[src/rtl/bit_byte_mem.sv]
// Word- and bit-addressable data memory for the MCU51 core. Bit writes run as a
// two-edge read-modify-write that reports the previous bit; storage self-clears after reset.
module bit_byte_mem #(
  parameter int BITSEL    = 3,
  parameter int WIDTH     = 2**BITSEL,
  parameter int ADDRWIDTH = 4,
  parameter int DEPTH     = 2**ADDRWIDTH
) (
  input  logic                        clk,
  input  logic                        rst_n,
  input  logic                        CS,
  input  logic                        RW,
  input  logic                        MODE,
  input  logic [1:0]                  OP,
  input  logic [ADDRWIDTH+BITSEL-1:0] addr,
  input  logic [WIDTH-1:0]            din,
  output logic [WIDTH-1:0]            dout,
  output logic                        bout,
  output logic                        valid,
  output logic                        busy
);

  localparam int AW = ADDRWIDTH + BITSEL;
  localparam logic [ADDRWIDTH-1:0] LAST_WORD = ADDRWIDTH'(DEPTH - 1);

  typedef enum logic [1:0] {
    ST_CLEAR = 2'd0,
    ST_IDLE  = 2'd1,
    ST_RMW   = 2'd2
  } state_t;

  typedef enum logic [1:0] {
    OP_WRITE = 2'b00,
    OP_SET   = 2'b01,
    OP_CLR   = 2'b10,
    OP_CPL   = 2'b11
  } bit_op_t;

  // Storage and registered state
  logic [WIDTH-1:0]     mem_q [DEPTH];
  state_t               state_q, state_d;
  logic [ADDRWIDTH-1:0] clr_ptr_q, clr_ptr_d;
  logic [WIDTH-1:0]     dout_q, dout_d;
  logic                 bout_q, bout_d;
  logic                 valid_q, valid_d;
  logic                 busy_q, busy_d;
  logic [WIDTH-1:0]     rmw_q, rmw_d;
  logic [ADDRWIDTH-1:0] rmw_word_q, rmw_word_d;
  logic [BITSEL-1:0]    rmw_bit_q, rmw_bit_d;
  bit_op_t              rmw_op_q, rmw_op_d;
  logic                 rmw_din_q, rmw_din_d;

  // Request decode and memory write port
  logic [ADDRWIDTH-1:0] word_sel;
  logic [BITSEL-1:0]    bit_sel;
  logic [WIDTH-1:0]     rd_word;
  logic                 mem_we;
  logic [ADDRWIDTH-1:0] mem_waddr;
  logic [WIDTH-1:0]     mem_wdata;
  logic                 new_bit;
  logic [WIDTH-1:0]     new_word;

  always_comb begin
    word_sel = MODE ? addr[AW-1:BITSEL] : addr[ADDRWIDTH-1:0];
    bit_sel  = addr[BITSEL-1:0];
    rd_word  = mem_q[word_sel];
  end

  // NOTE: every signal gets its default before the case so no path infers a latch.
  always_comb begin
    state_d    = state_q;
    clr_ptr_d  = clr_ptr_q;
    dout_d     = dout_q;
    bout_d     = bout_q;
    valid_d    = 1'b0;
    busy_d     = busy_q;
    rmw_d      = rmw_q;
    rmw_word_d = rmw_word_q;
    rmw_bit_d  = rmw_bit_q;
    rmw_op_d   = rmw_op_q;
    rmw_din_d  = rmw_din_q;
    mem_we     = 1'b0;
    mem_waddr  = clr_ptr_q;
    mem_wdata  = '0;
    new_bit    = 1'b0;
    new_word   = rmw_q;

    unique case (state_q)
      ST_CLEAR: begin
        mem_we    = 1'b1;
        mem_waddr = clr_ptr_q;
        mem_wdata = '0;
        clr_ptr_d = clr_ptr_q + ADDRWIDTH'(1);
        if (clr_ptr_q == LAST_WORD) begin
          state_d   = ST_IDLE;
          busy_d    = 1'b0;
          clr_ptr_d = '0;
        end
      end

      ST_IDLE: begin
        if (!CS) begin
          if (RW) begin
            dout_d  = rd_word;
            bout_d  = MODE ? rd_word[bit_sel] : 1'b0;
            valid_d = 1'b1;
          end else if (!MODE) begin
            mem_we    = 1'b1;
            mem_waddr = word_sel;
            mem_wdata = din;
          end else begin
            rmw_d      = rd_word;
            rmw_word_d = word_sel;
            rmw_bit_d  = bit_sel;
            rmw_op_d   = bit_op_t'(OP);
            rmw_din_d  = din[0];
            busy_d     = 1'b1;
            state_d    = ST_RMW;
          end
        end
      end

      ST_RMW: begin
        unique case (rmw_op_q)
          OP_WRITE: new_bit = rmw_din_q;
          OP_SET:   new_bit = 1'b1;
          OP_CLR:   new_bit = 1'b0;
          OP_CPL:   new_bit = ~rmw_q[rmw_bit_q];
          default:  new_bit = rmw_din_q;
        endcase
        new_word[rmw_bit_q] = new_bit;
        mem_we    = 1'b1;
        mem_waddr = rmw_word_q;
        mem_wdata = new_word;
        bout_d    = rmw_q[rmw_bit_q];
        dout_d    = new_word;
        valid_d   = 1'b1;
        busy_d    = 1'b0;
        state_d   = ST_IDLE;
      end

      default: begin
        state_d   = ST_CLEAR;
        clr_ptr_d = '0;
        busy_d    = 1'b1;
      end
    endcase
  end

  // NOTE: state registers use non-blocking assignments so all flops update together.
  always_ff @(posedge clk or negedge rst_n) begin
    if (!rst_n) begin
      state_q    <= ST_CLEAR;
      clr_ptr_q  <= '0;
      dout_q     <= '0;
      bout_q     <= 1'b0;
      valid_q    <= 1'b0;
      busy_q     <= 1'b1;
      rmw_q      <= '0;
      rmw_word_q <= '0;
      rmw_bit_q  <= '0;
      rmw_op_q   <= OP_WRITE;
      rmw_din_q  <= 1'b0;
    end else begin
      state_q    <= state_d;
      clr_ptr_q  <= clr_ptr_d;
      dout_q     <= dout_d;
      bout_q     <= bout_d;
      valid_q    <= valid_d;
      busy_q     <= busy_d;
      rmw_q      <= rmw_d;
      rmw_word_q <= rmw_word_d;
      rmw_bit_q  <= rmw_bit_d;
      rmw_op_q   <= rmw_op_d;
      rmw_din_q  <= rmw_din_d;
    end
  end

  // NOTE: the array has no reset term; the CLEAR state zeroes it, so it stays plain storage.
  always_ff @(posedge clk) begin
    if (mem_we) begin
      mem_q[mem_waddr] <= mem_wdata;
    end
  end

  assign dout  = dout_q;
  assign bout  = bout_q;
  assign valid = valid_q;
  assign busy  = busy_q;

endmodule

[config.mk]
export PLATFORM = sky130hd
export DESIGN_NAME = bit_byte_mem
export DESIGN_NICKNAME = d
export VERILOG_FILES = /design/src/rtl/bit_byte_mem.sv
export SDC_FILE = /design/constraint.sdc
export NUM_CORES = 1
export LEC_CHECK = 0
export ABC_AREA = 1
export CORE_MARGIN = 5
export CORE_UTILIZATION = 40
export DETAILED_ROUTE_END_ITERATION = 6
export HOLD_SLACK_MARGIN = 0.06
export PLACE_DENSITY_LB_ADDON = 0.2
export SYNTH_ARGS = -nofsm -noshare
export SYNTH_HDL_FRONTEND = slang
export SYNTH_SLANG_ARGS = --single-unit
[constraint.sdc]
create_clock -name clk -period 2.2 [get_ports clk]
set_input_delay 0.44 -clock clk [delete_from_list [all_inputs] [get_ports clk]]
set_output_delay 0.44 -clock clk [all_outputs]
set_load 0.02 [all_outputs]
==> flow_metrics.env <==
export IMPL_outcome="complete, no violations"
export IMPL_finalCritPeriodShare=0.9827
export IMPL_hold_class="primary input to register"
export IMPL_grt_pass1_wl_um=32510
export IMPL_cp_depth=8
export IMPL_yosysUniqueCellTypes=42
export IMPL_p_comb_frac=0.347
export IMPL_start_util=0.4084
export IMPL_ys_warnings_count=0
export IMPL_cp_required_ns=2.32
export IMPL_mostFrequentLayoutCell="nand2_1"
export IMPL_max_freq_mhz=462.5
export IMPL_numCtsBuffers=17
export IMPL_post_place_cells=1020
export IMPL_path_clk_slew_ns=0.07
export IMPL_cts_tree="yes"
export IMPL_synth_simple_area_share=0.2376
export IMPL_slowest_delay_ns=0.41
export IMPL_clk_insertion_delay_late_ns=0.43
export IMPL_htreeDepth=4
export IMPL_dr_total_vias=5768
export IMPL_hpwl_um=14550
export IMPL_rows=49
export IMPL_ys_ff_latch=163
export IMPL_p_per_area_nw_per_um2=1177
export IMPL_ff2ff_setup_slack_ns=0.04
export IMPL_drc_errors=0
export IMPL_syn_nets=728
export IMPL_r2r_start="state_q[0]"
export IMPL_hold_viol_final=0
export IMPL_core_um2=18020
export IMPL_max_cap_viol_count=0
export IMPL_leakagePower_nw=3.718
export IMPL_final_cells=1060
export IMPL_drtAntennaViolNets=0
export IMPL_ys_flop_type="edfxtp_1"
export IMPL_seq_area_frac_synth=0.6413
export IMPL_setup_slack_ns=0.03797
export IMPL_grt_use_total=0.2003
export IMPL_routabilityCongestion=0.9076
export IMPL_grt_pass1_vias=5647
export IMPL_power_switching_share=0.3503
export IMPL_portBuffers=32
export IMPL_reg2reg_depth=8
export IMPL_worstSetupPathType="register to register"
export IMPL_die_area_um2=21220
export IMPL_synth_top_family_by_area="simple AND/OR/NAND/NOR gates"
export IMPL_synth_edf_count=128
export IMPL_slew_limit_headroom=0.5952
export IMPL_p_sw_w=0.003983
export IMPL_path_buf_inv=3
export IMPL_p_int_w=0.007388
export IMPL_synth_compound_area_frac=0.05558
export IMPL_rr_endpoint="mem_q[1][0]"
export IMPL_setup_worst_path_start_class="register"
export IMPL_io_pins=33
export IMPL_final_util=0.5359
export IMPL_drt_total_wl_um=21210
export IMPL_synth_mux_area_frac=0.004589
export IMPL_die_h_um=145.7
export IMPL_slowest_stage="dfrtp_1"
export IMPL_final_max_slew_viol_count=0
export IMPL_p_clk_frac=0.272
export IMPL_arrival_ns=2.28
export IMPL_crit_path_max_fanout=8
export IMPL_endpoint_kind="register"
export IMPL_critPathTopFamily="compound AO/OA/AOI/OAI gates"
export IMPL_drt_iter0_drc=566
export IMPL_dieWidth_um=145.7
export IMPL_cp_cell_sequence="ha_2 > buf_4 > a21oi_4 > inv_2 > a22oi_2 > buf_4 > nand2_8 > nor2_4"
export IMPL_place_ws_ns=-0.5848
export IMPL_firstDrtPassIters=5
export IMPL_finalClockSkew_ns=0.009826
export IMPL_async_flop_share=0.2147
export IMPL_grt_ovfl_total=0
export IMPL_tightest_slew_ns=0.6059
export IMPL_peakVddDrop_uv=581.1
export IMPL_synthesis_area_um2=7361
export IMPL_final_nets=845
export IMPL_sequentialPowerShare=0.380
export IMPL_synthAdderAreaFrac=0.008499
export IMPL_ctsRootBufferMaster="clkbuf_16"
export IMPL_hold_depth=4
export IMPL_hold_end="valid"
export IMPL_antenna_found_initial=0
export IMPL_rsz0062_at_grt="true"
export IMPL_cts_path_max_buffers=2
export IMPL_synthCells=701
export IMPL_cp_common_cell="buf_4"
export IMPL_setup_viol=0
export IMPL_routedWlPerCell_um=20.01
export IMPL_num_antenna_cells=0
export IMPL_ctsHoldBuffers=0
export IMPL_fillers=1582
export IMPL_layout_common_cells="nand2_1 (170), nand3_1 (151), edfxtp_1 (128)"
export IMPL_fin_crit_ns=2.162
export IMPL_drive_gt1_frac=0.2539
export IMPL_syn2layout_area_growth_pct=31.23
export IMPL_viasPerCell=5.442
export IMPL_grt_max_degree=36
export IMPL_synth_xor_area_frac=0.001190
export IMPL_cts_sinks=163
export IMPL_avgSynthCellArea_um2=10.50
export IMPL_min_delay_start="CS"
==> layout make-up <==
class | instances | area, um2 | area share
Tap cell | 229 | 286.5 | 0.02966
Timing Repair Buffer | 127 | 1235 | 0.1278
Multi-Input combinational cell | 470 | 2636 | 0.2729
Clock inverter | 14 | 188.9 | 0.01956
Inverter | 39 | 160.2 | 0.01658
Clock buffer | 18 | 429.2 | 0.04443
Sequential cell | 163 | 4723 | 0.4890
==> Yosys cell counts, types with 2 or more instances <==
library cell,n,area share
a21oi_1,21,0.014
a21oi_2,2,0.0024
a22oi_1,3,0.0031
a31oi_1,8,0.0068
buf_2,9,0.0061
buf_4,3,0.0031
buf_6,12,0.018
clkbuf_1,6,0.0031
clkinv_1,2,0.0010
dfrtp_1,34,0.12
edfxtp_1,128,0.52
ha_1,5,0.0085
inv_1,33,0.017
inv_2,3,0.0015
mux2_2,3,0.0046
nand2_1,179,0.091
nand2_2,4,0.0034
nand2_4,2,0.0031
nand3_1,157,0.11
nand3b_1,4,0.0041
nor2_1,37,0.019
nor3_1,3,0.0020
o21a_1,2,0.0020
o21ai_0,20,0.014
o22ai_1,4,0.0034
==> power by group through the flow <==
| stage | clock, W | combinational, W | sequential [W] |
|---|---|---|---|
| floorplan | 0 | 0.00201 | 0.00440 |
| global placement | 0 | 0.00350 | 0.00435 |
| detailed placement | 0 | 0.00353 | 0.00437 |
| CTS | 0.00314 | 0.00367 | 0.00432 |
| global route | 0.00328 | 0.00423 | 0.00439 |
| finish | 0.00310 | 0.00395 | 0.00432 |
==> flip-flops by register name, summed over array words and instances, names as in the netlist, 2 cells and up <==
signal	count
dout	8
state_q	2
rmw_op_q	2
rmw_bit_q	3
rmw_q	8
mem_q	128
rmw_word_q	4
clr_ptr_q	4
==> per-layer routing <==
metal | share of wire | track usage
met4 | 0.024 | 0.07649
met1 | 0.43 | 0.2745
met5 | 0 | 0
met2 | 0.47 | 0.3127
met3 | 0.069 | 0.04485
==> worst max path at each step <==
stage | start | to | slack, ns
2_1_floorplan | state_q[1] | mem_q[1][0] | -0.002
3_3_place_gp | RW | mem_q[7][5] | -0.56
6_report | state_q[0] | mem_q[1][0] | 0.04
4_1_cts | state_q[0] | mem_q[5][6] | 0.004
3_5_place_dp | MODE | bout | -0.58
5_1_grt | state_q[0] | mem_q[5][6] | -0.09
==> tightest hold or removal path: cells and delay by family <==
kind | cells | cell delay (ns)
buffers and inverters | 2 | 0.18
AOI/OAI and AO/OA | 1 | 0.06
and+or+nand+nor | 1 | 0.06
==> cell families (layout without fill, tap and decap cells) <==
family          count (synthesis)  after routing
compound gates                 68             68
xor+xnor                        1              1
fa+ha+maj                       5              5
buf+inv                        69            198
flops                         163            163
mux                             3              3
simple gates                  392            393
==> per-stage QoR <==
stage	cell area [um2]	hold slack (ns)	setup TNS, ns	power [W]
detailed placement	8772	0.4801	-78.52	0.007907
global placement	8772	0.4745	-81.96	0.007846
finish	9659	0.3558	0	0.01137
global route	9659	0.3855	-5.264	0.01191
floorplan	7594	0.1444	-0.03553	0.006415
CTS	9489	0.4346	0	0.01112
==> repair_timing <==
item,in CTS,in global routing
setup endpoints to repair,150,265
pin swaps,13,18
setup buffers,2,4
cloned,1,1
resized for setup,18,39
Note: power is estimated with default switching activity, not from simulation.
